===== config.mk =====
export PLATFORM = sky130hd
export DESIGN_NAME = cdb_arbiter
export DESIGN_NICKNAME = d
export VERILOG_FILES = /design/src/rtl/cdb_arbiter.sv
export SDC_FILE = /design/constraint.sdc
export NUM_CORES = 1
export LEC_CHECK = 0
export ABC_AREA = 1
export BUFFER_PORTS_ARGS = -buffer_cell sky130_fd_sc_hd__buf_2
export CAP_MARGIN = 20
export CORE_MARGIN = 2
export CORE_UTILIZATION = 59
export DETAILED_ROUTE_END_ITERATION = 8
export PLACE_DENSITY = 0.81
export SLEW_MARGIN = 0
export SYNTH_ARGS = -nofsm -noshare
export SYNTH_HDL_FRONTEND = slang
export SYNTH_SLANG_ARGS = --single-unit

===== constraint.sdc =====
create_clock -name clk -period 4.75 [get_ports clk]
set_input_delay 1.1875 -clock clk [delete_from_list [all_inputs] [get_ports clk]]
set_output_delay 1.1875 -clock clk [all_outputs]
set_load 0.01 [all_outputs]

===== src/rtl/cdb_arbiter.sv =====
// Common-data-bus arbiter. Each execution unit (port 0 = ALU, 1 = LSB,
// 2 = branch) has a small FIFO for completed results. Each cycle at most one
// buffered result is granted in round-robin order. It is broadcast on a
// registered CDB that the ROB, RS and LSB snoop.
//
// Handshake: a result moves on port i at a rising edge when in_valid[i] and
// in_ready[i] are both high. in_ready depends only on internal state and the
// control inputs (rst, rdy, jump_wrong), never on in_valid. A requester holds
// its rob_idx/val stable until the result is accepted. The CDB has no
// back-pressure. cdb_valid is high for one cycle per grant. While rdy is low,
// the CDB outputs are held, and the consumers are frozen in the same way.
module cdb_arbiter #(
    parameter int N_REQ  = 3,
    parameter int DEPTH  = 2,
    parameter int ROB_W  = 4,
    parameter int DATA_W = 32
) (
    input  logic                      clk,
    input  logic                      rst,
    input  logic                      rdy,
    input  logic                      jump_wrong,
    input  logic [N_REQ-1:0]          in_valid,
    output logic [N_REQ-1:0]          in_ready,
    input  logic [N_REQ*ROB_W-1:0]    in_rob_idx,
    input  logic [N_REQ*DATA_W-1:0]   in_val,
    output logic                      cdb_valid,
    output logic [ROB_W-1:0]          cdb_rob_idx,
    output logic [DATA_W-1:0]         cdb_val
);

    localparam int PTR_W = (DEPTH > 1) ? $clog2(DEPTH) : 1;
    localparam int CNT_W = PTR_W + 1;
    localparam int RR_W  = (N_REQ > 1) ? $clog2(N_REQ) : 1;

    // Per-port FIFO storage and bookkeeping
    logic [ROB_W-1:0]  mem_idx [N_REQ][DEPTH];
    logic [DATA_W-1:0] mem_val [N_REQ][DEPTH];
    logic [PTR_W-1:0]  rd_ptr  [N_REQ];
    logic [PTR_W-1:0]  wr_ptr  [N_REQ];
    logic [CNT_W-1:0]  cnt     [N_REQ];

    // Round-robin pointer: this port has the highest priority this cycle
    logic [RR_W-1:0]   rr;

    logic [N_REQ-1:0]  not_empty;
    logic [N_REQ-1:0]  push;
    logic [N_REQ-1:0]  pop;
    logic              grant_any;
    logic [RR_W-1:0]   grant_port;
    logic [RR_W-1:0]   rr_next;
    logic [ROB_W-1:0]  head_idx;
    logic [DATA_W-1:0] head_val;
    logic              advance;

    // Add an offset to a port number, wrapping modulo N_REQ
    function automatic logic [RR_W-1:0] port_add(input logic [RR_W-1:0] base,
                                                 input int off);
        int s;
        s = int'(base) + off;
        if (s >= N_REQ) s = s - N_REQ;
        return RR_W'(s);
    endfunction

    // State moves only on a normal cycle. A flush overrides this.
    assign advance = rdy & ~jump_wrong;

    // Derive the accept signal, the push qualifier and the occupancy flag for each port
    always_comb begin
        in_ready  = '0;
        push      = '0;
        not_empty = '0;
        for (int i = 0; i < N_REQ; i++) begin
            // A full FIFO refuses a push even when it is popped in the same cycle
            in_ready[i]  = rst & rdy & ~jump_wrong & (cnt[i] < CNT_W'(DEPTH));
            push[i]      = in_valid[i] & in_ready[i];
            not_empty[i] = (cnt[i] != '0);
        end
    end

    // Round-robin search for the first non-empty port, starting at rr
    always_comb begin
        logic [RR_W-1:0] cand;
        grant_any  = 1'b0;
        grant_port = '0;
        cand       = '0;
        for (int k = 0; k < N_REQ; k++) begin
            cand = port_add(rr, k);
            if (!grant_any && not_empty[cand]) begin
                grant_any  = 1'b1;
                grant_port = cand;
            end
        end
        rr_next = port_add(grant_port, 1);
    end

    // Select the pop strobe and the head entry of the granted port
    always_comb begin
        pop = '0;
        for (int i = 0; i < N_REQ; i++) begin
            pop[i] = advance & grant_any & (grant_port == RR_W'(i));
        end
        head_idx = mem_idx[grant_port][rd_ptr[grant_port]];
        head_val = mem_val[grant_port][rd_ptr[grant_port]];
    end

    // FIFO payload storage. The storage is not reset, because counts gate every read.
    always_ff @(posedge clk) begin
        for (int i = 0; i < N_REQ; i++) begin
            if (push[i]) begin
                mem_idx[i][wr_ptr[i]] <= in_rob_idx[i*ROB_W +: ROB_W];
                mem_val[i][wr_ptr[i]] <= in_val[i*DATA_W +: DATA_W];
            end
        end
    end

    // FIFO pointers and counts. Reset and flush clear them. A stall freezes them.
    always_ff @(posedge clk or negedge rst) begin
        if (!rst) begin
            for (int i = 0; i < N_REQ; i++) begin
                rd_ptr[i] <= '0;
                wr_ptr[i] <= '0;
                cnt[i]    <= '0;
            end
        end else if (jump_wrong) begin
            for (int i = 0; i < N_REQ; i++) begin
                rd_ptr[i] <= '0;
                wr_ptr[i] <= '0;
                cnt[i]    <= '0;
            end
        end else if (rdy) begin
            for (int i = 0; i < N_REQ; i++) begin
                if (push[i]) wr_ptr[i] <= wr_ptr[i] + PTR_W'(1);
                if (pop[i])  rd_ptr[i] <= rd_ptr[i] + PTR_W'(1);
                case ({push[i], pop[i]})
                    2'b10:   cnt[i] <= cnt[i] + CNT_W'(1);
                    2'b01:   cnt[i] <= cnt[i] - CNT_W'(1);
                    default: cnt[i] <= cnt[i];
                endcase
            end
        end
    end

    // Round-robin pointer. It moves past the granted port and stays put when nothing is granted.
    always_ff @(posedge clk or negedge rst) begin
        if (!rst) begin
            rr <= '0;
        end else if (jump_wrong) begin
            rr <= '0;
        end else if (rdy && grant_any) begin
            rr <= rr_next;
        end
    end

    // Registered CDB. The payload keeps its last value when there is no grant.
    always_ff @(posedge clk or negedge rst) begin
        if (!rst) begin
            cdb_valid   <= 1'b0;
            cdb_rob_idx <= '0;
            cdb_val     <= '0;
        end else if (jump_wrong) begin
            cdb_valid   <= 1'b0;
        end else if (rdy) begin
            cdb_valid <= grant_any;
            if (grant_any) begin
                cdb_rob_idx <= head_idx;
                cdb_val     <= head_val;
            end
        end
    end

endmodule


==> results.cfg <==
[route]
wl_per_cell_um = 17.3
drt_iter0_drc = 863
postRouteAntennaNets = 0
route.detailed.drc = 0
wl_um = 28400
drt_first_pass_iters = 5
via_per_inst = 5.33
dr_total_vias = 8728

[cells_and_area]
nets = 1471
drive_gt1_frac = 0.174
nFillCells = 1378
insertedDiodeCount = 0
syn2layout_area_growth_pct = 15.6

[power]
seq_power_share = 0.327
p_leak_nw = 6.47
power_density_nw_per_um2 = 637
switching_power_mw = 3.65
power_frac_clock = 0.233
internal_power_mw = 5.04
ir_worst_vdd_mv = 0.605
switching_share = 0.420
power_frac_comb = 0.441

[cts]
ctsResizeCount = 0
clkTransAtPathRegs_ns = 0.06
cts_root_buffer = clkbuf_16
htree_levels = 1
clk_path_buf_depth = 3
cts_buffers = 28
cts.sinks = 267
post_cts_buffers = 0
ctsHoldBuffers = 0
clk_latency_ns = 0.54
cts_tree = built

[yosys]
yosysWarnings = 0
yosys_register_bits = 267
synth-edff-count = 216
synthDominantCellAreaShare = 0.549
ys.flop_type = edfxtp_1
yosysUniqueCellTypes = 26
synthCells = 1205
avgSynthCellArea_um2 = 9.80
async_reset_ff_frac = 0.191
syn-cell-area_um2 = 11800
syn-num-nets = 1324
ys_seq_area_frac = 0.657
synth_area_leaders = edfxtp_1 55%, nand2_1 14%, dfrtp_1 11%, nand3_1 8.4%, inv_1 5.2%
synth.largest_area_cell = edfxtp_1

[critical_path]
rr_startpoint = rr[0]$_DFFE_PN0P_
cp.arrival_ns = 4.03
r2r_cells = 18
startpoint = rr[0]$_DFFE_PN0P_
worst-path-max-fanout = 45
setup.worst_path.end_class = flop
crit_end = cdb_val[15]$_DFFE_PN0P_
worstSetupPathType = reg2reg
cp-start-kind = flop
rrSetupSlack_ns = 1.19
worstPathRequired_ns = 5.22
r2r-end = cdb_val[15]$_DFFE_PN0P_

[global_route]
overflow = 0
grt_max_degree = 77
antenna_found_initial = 0
grt_pass1_vias = 8506
grt_pass1_wl_um = 44700
grtUsageTotal = 0.269

[placement]
detailed_place_hpwl_um = 17500
globalplace.congestion = 0.852
port_buffers = 154
place_ws_ns = 1.11

[floorplanning]
start_util = 0.605
ioPinCount = 155
dieArea_um2 = 21200
rows = 51
die_h_um = 145
die_width_um = 145
core_um2 = 19500

[job]
drv_cap = 0

[timing]
setup_viol = 0
worst-slew-pin-transition_ns = 0.949
layout_setup_ws_ns = 1.19
hold_viol = 0
fmax_ghz = 0.281
skew_ns = 0.0156
slew_violations = 0
min_period_over_period = 0.749
maxSlewHeadroom = 0.366
rsz0062_at_grt = no
period_minus_slack_ns = 3.56
fin_setup_tns_ns = 0

[hold_path]
hold_path_class = reg2reg

[run_status]
status = completed
synthesized netlist by cell type, types with 2 or more instances:
cell      instances
nand2_1         451
edfxtp_1        216
nand3_1         199
inv_1           165
dfrtp_1          51
buf_2            35
buf_4            14
nor2_1           14
o21ai_0          10
clkbuf_1          7
inv_2             7
nand2_2           6
nand4_1           5
ha_1              4
nand3_2           4
a21oi_1           3
nand2_4           2
nand4_2           2
nor2_4            2
o21ai_1           2
kinds of logic after synthesis:
| group | share of synthesized area |
|---|---|
| AND/OR/NAND/NOR | 0.250 |
| flip-flops | 0.657 |
| XOR/XNOR | 0.000742 |
| buffers and inverters | 0.0816 |
| AO/OA/AOI/OAI | 0.00636 |
| adder cells (fa/ha/maj) | 0.00424 |
critical path, cell delays in order (launching register included):
cell and delay [ns]:
dfrtp_1 0.35, inv_1 0.08, ha_1 0.32, inv_1 0.16
nand2_1 0.08, nand3_1 0.08, nand2_1 0.06, inv_2 0.12
nand3_2 0.10, nand2_1 0.08, nand2_2 0.34, inv_2 0.18
buf_4 0.45, nand3_1 0.22, nand2_4 0.45, nand2_1 0.11
nand2_1 0.14, nand2_1 0.08, nand2_1 0.08
power groups by stage:
stage	Combinational (mW)	Clock (mW)	Sequential [mW]
finish	3.83	2.02	2.84
floorplan	2.81	0	2.93
global placement	3.69	0	2.88
CTS	3.79	2.04	2.84
detailed placement	3.76	0	2.88
global route	4.34	2.15	2.86
how the worst min path moves through the flow:
stage | end | start | slack (ns) | cells after the start
after global placement | cdb_val[15]$_DFFE_PN0P_ | cdb_val[15]$_DFFE_PN0P_ | 0.46 | 2
after CTS | cdb_val[22]$_DFFE_PN0P_ | cdb_val[22]$_DFFE_PN0P_ | 0.48 | 2
final | cdb_rob_idx[2]$_DFFE_PN0P_ | cdb_rob_idx[2]$_DFFE_PN0P_ | 0.47 | 2
after detailed placement | cdb_val[22]$_DFFE_PN0P_ | cdb_val[22]$_DFFE_PN0P_ | 0.46 | 2
after global routing | cdb_val[11]$_DFFE_PN0P_ | cdb_val[11]$_DFFE_PN0P_ | 0.50 | 2
after floorplan | cnt[0]$_DFFE_PN0P_ | cnt[0]$_DFFE_PN0P_ | 0.48 | 1
through the flow:
stage / std cells / power [mW] / utilization / hold WS (ns) / instance area, um2
2_1_floorplan: 1205 / 5.74 / - / 0.480 / 11800
3_3_place_gp: 1587 / 6.57 / 0.655 / 0.459 / 12800
3_5_place_dp: 1587 / 6.64 / 0.655 / 0.461 / 12800
4_1_cts: 1639 / 8.67 / 0.699 / 0.477 / 13700
5_1_grt: 1639 / 9.35 / 0.699 / 0.496 / 13700
6_report: 1639 / 8.69 / 0.699 / 0.469 / 13700
flip-flops by register name, indices dropped and copies added, names as in the netlist:
signal,count
mem_val,192
cdb_val,32
mem_idx,24
cnt,6
cdb_rob_idx,4
rd_ptr,3
wr_ptr,3
rr,2
cdb_valid,1
layout by cell type (no fill, tap or decap), types with 2 or more instances in the layout:
master / count
o21ai_0: 10
dfrtp_1: 51
edfxtp_1: 216
buf_4: 20
nand2_4: 2
nand2_2: 6
clkbuf_16: 28
clkbuf_8: 2
inv_2: 7
nor2_4: 8
clkinv_1: 6
ha_1: 4
o21ai_1: 2
nand3_1: 199
a21oi_1: 3
nand2_1: 451
nand4_1: 5
clkbuf_1: 13
buf_2: 154
nand3_2: 4
inv_1: 164
nor2_1: 8
layer usage:
metal  share of wire  track usage
met1            0.40        0.363
met2            0.49        0.452
met3           0.084       0.0429
met4           0.028       0.0902
met5               0            0
layout make-up:
type,count,area [um2],area share
tap,265,332,0.0243
timing repair buffer,174,921,0.0675
clock inverter,9,77.6,0.00568
inverter,172,646,0.0473
sequential,267,7760,0.569
multi-input combinational,709,3140,0.230
clock buffer,43,777,0.0569
Note: power is estimated with default switching activity, not from simulation.
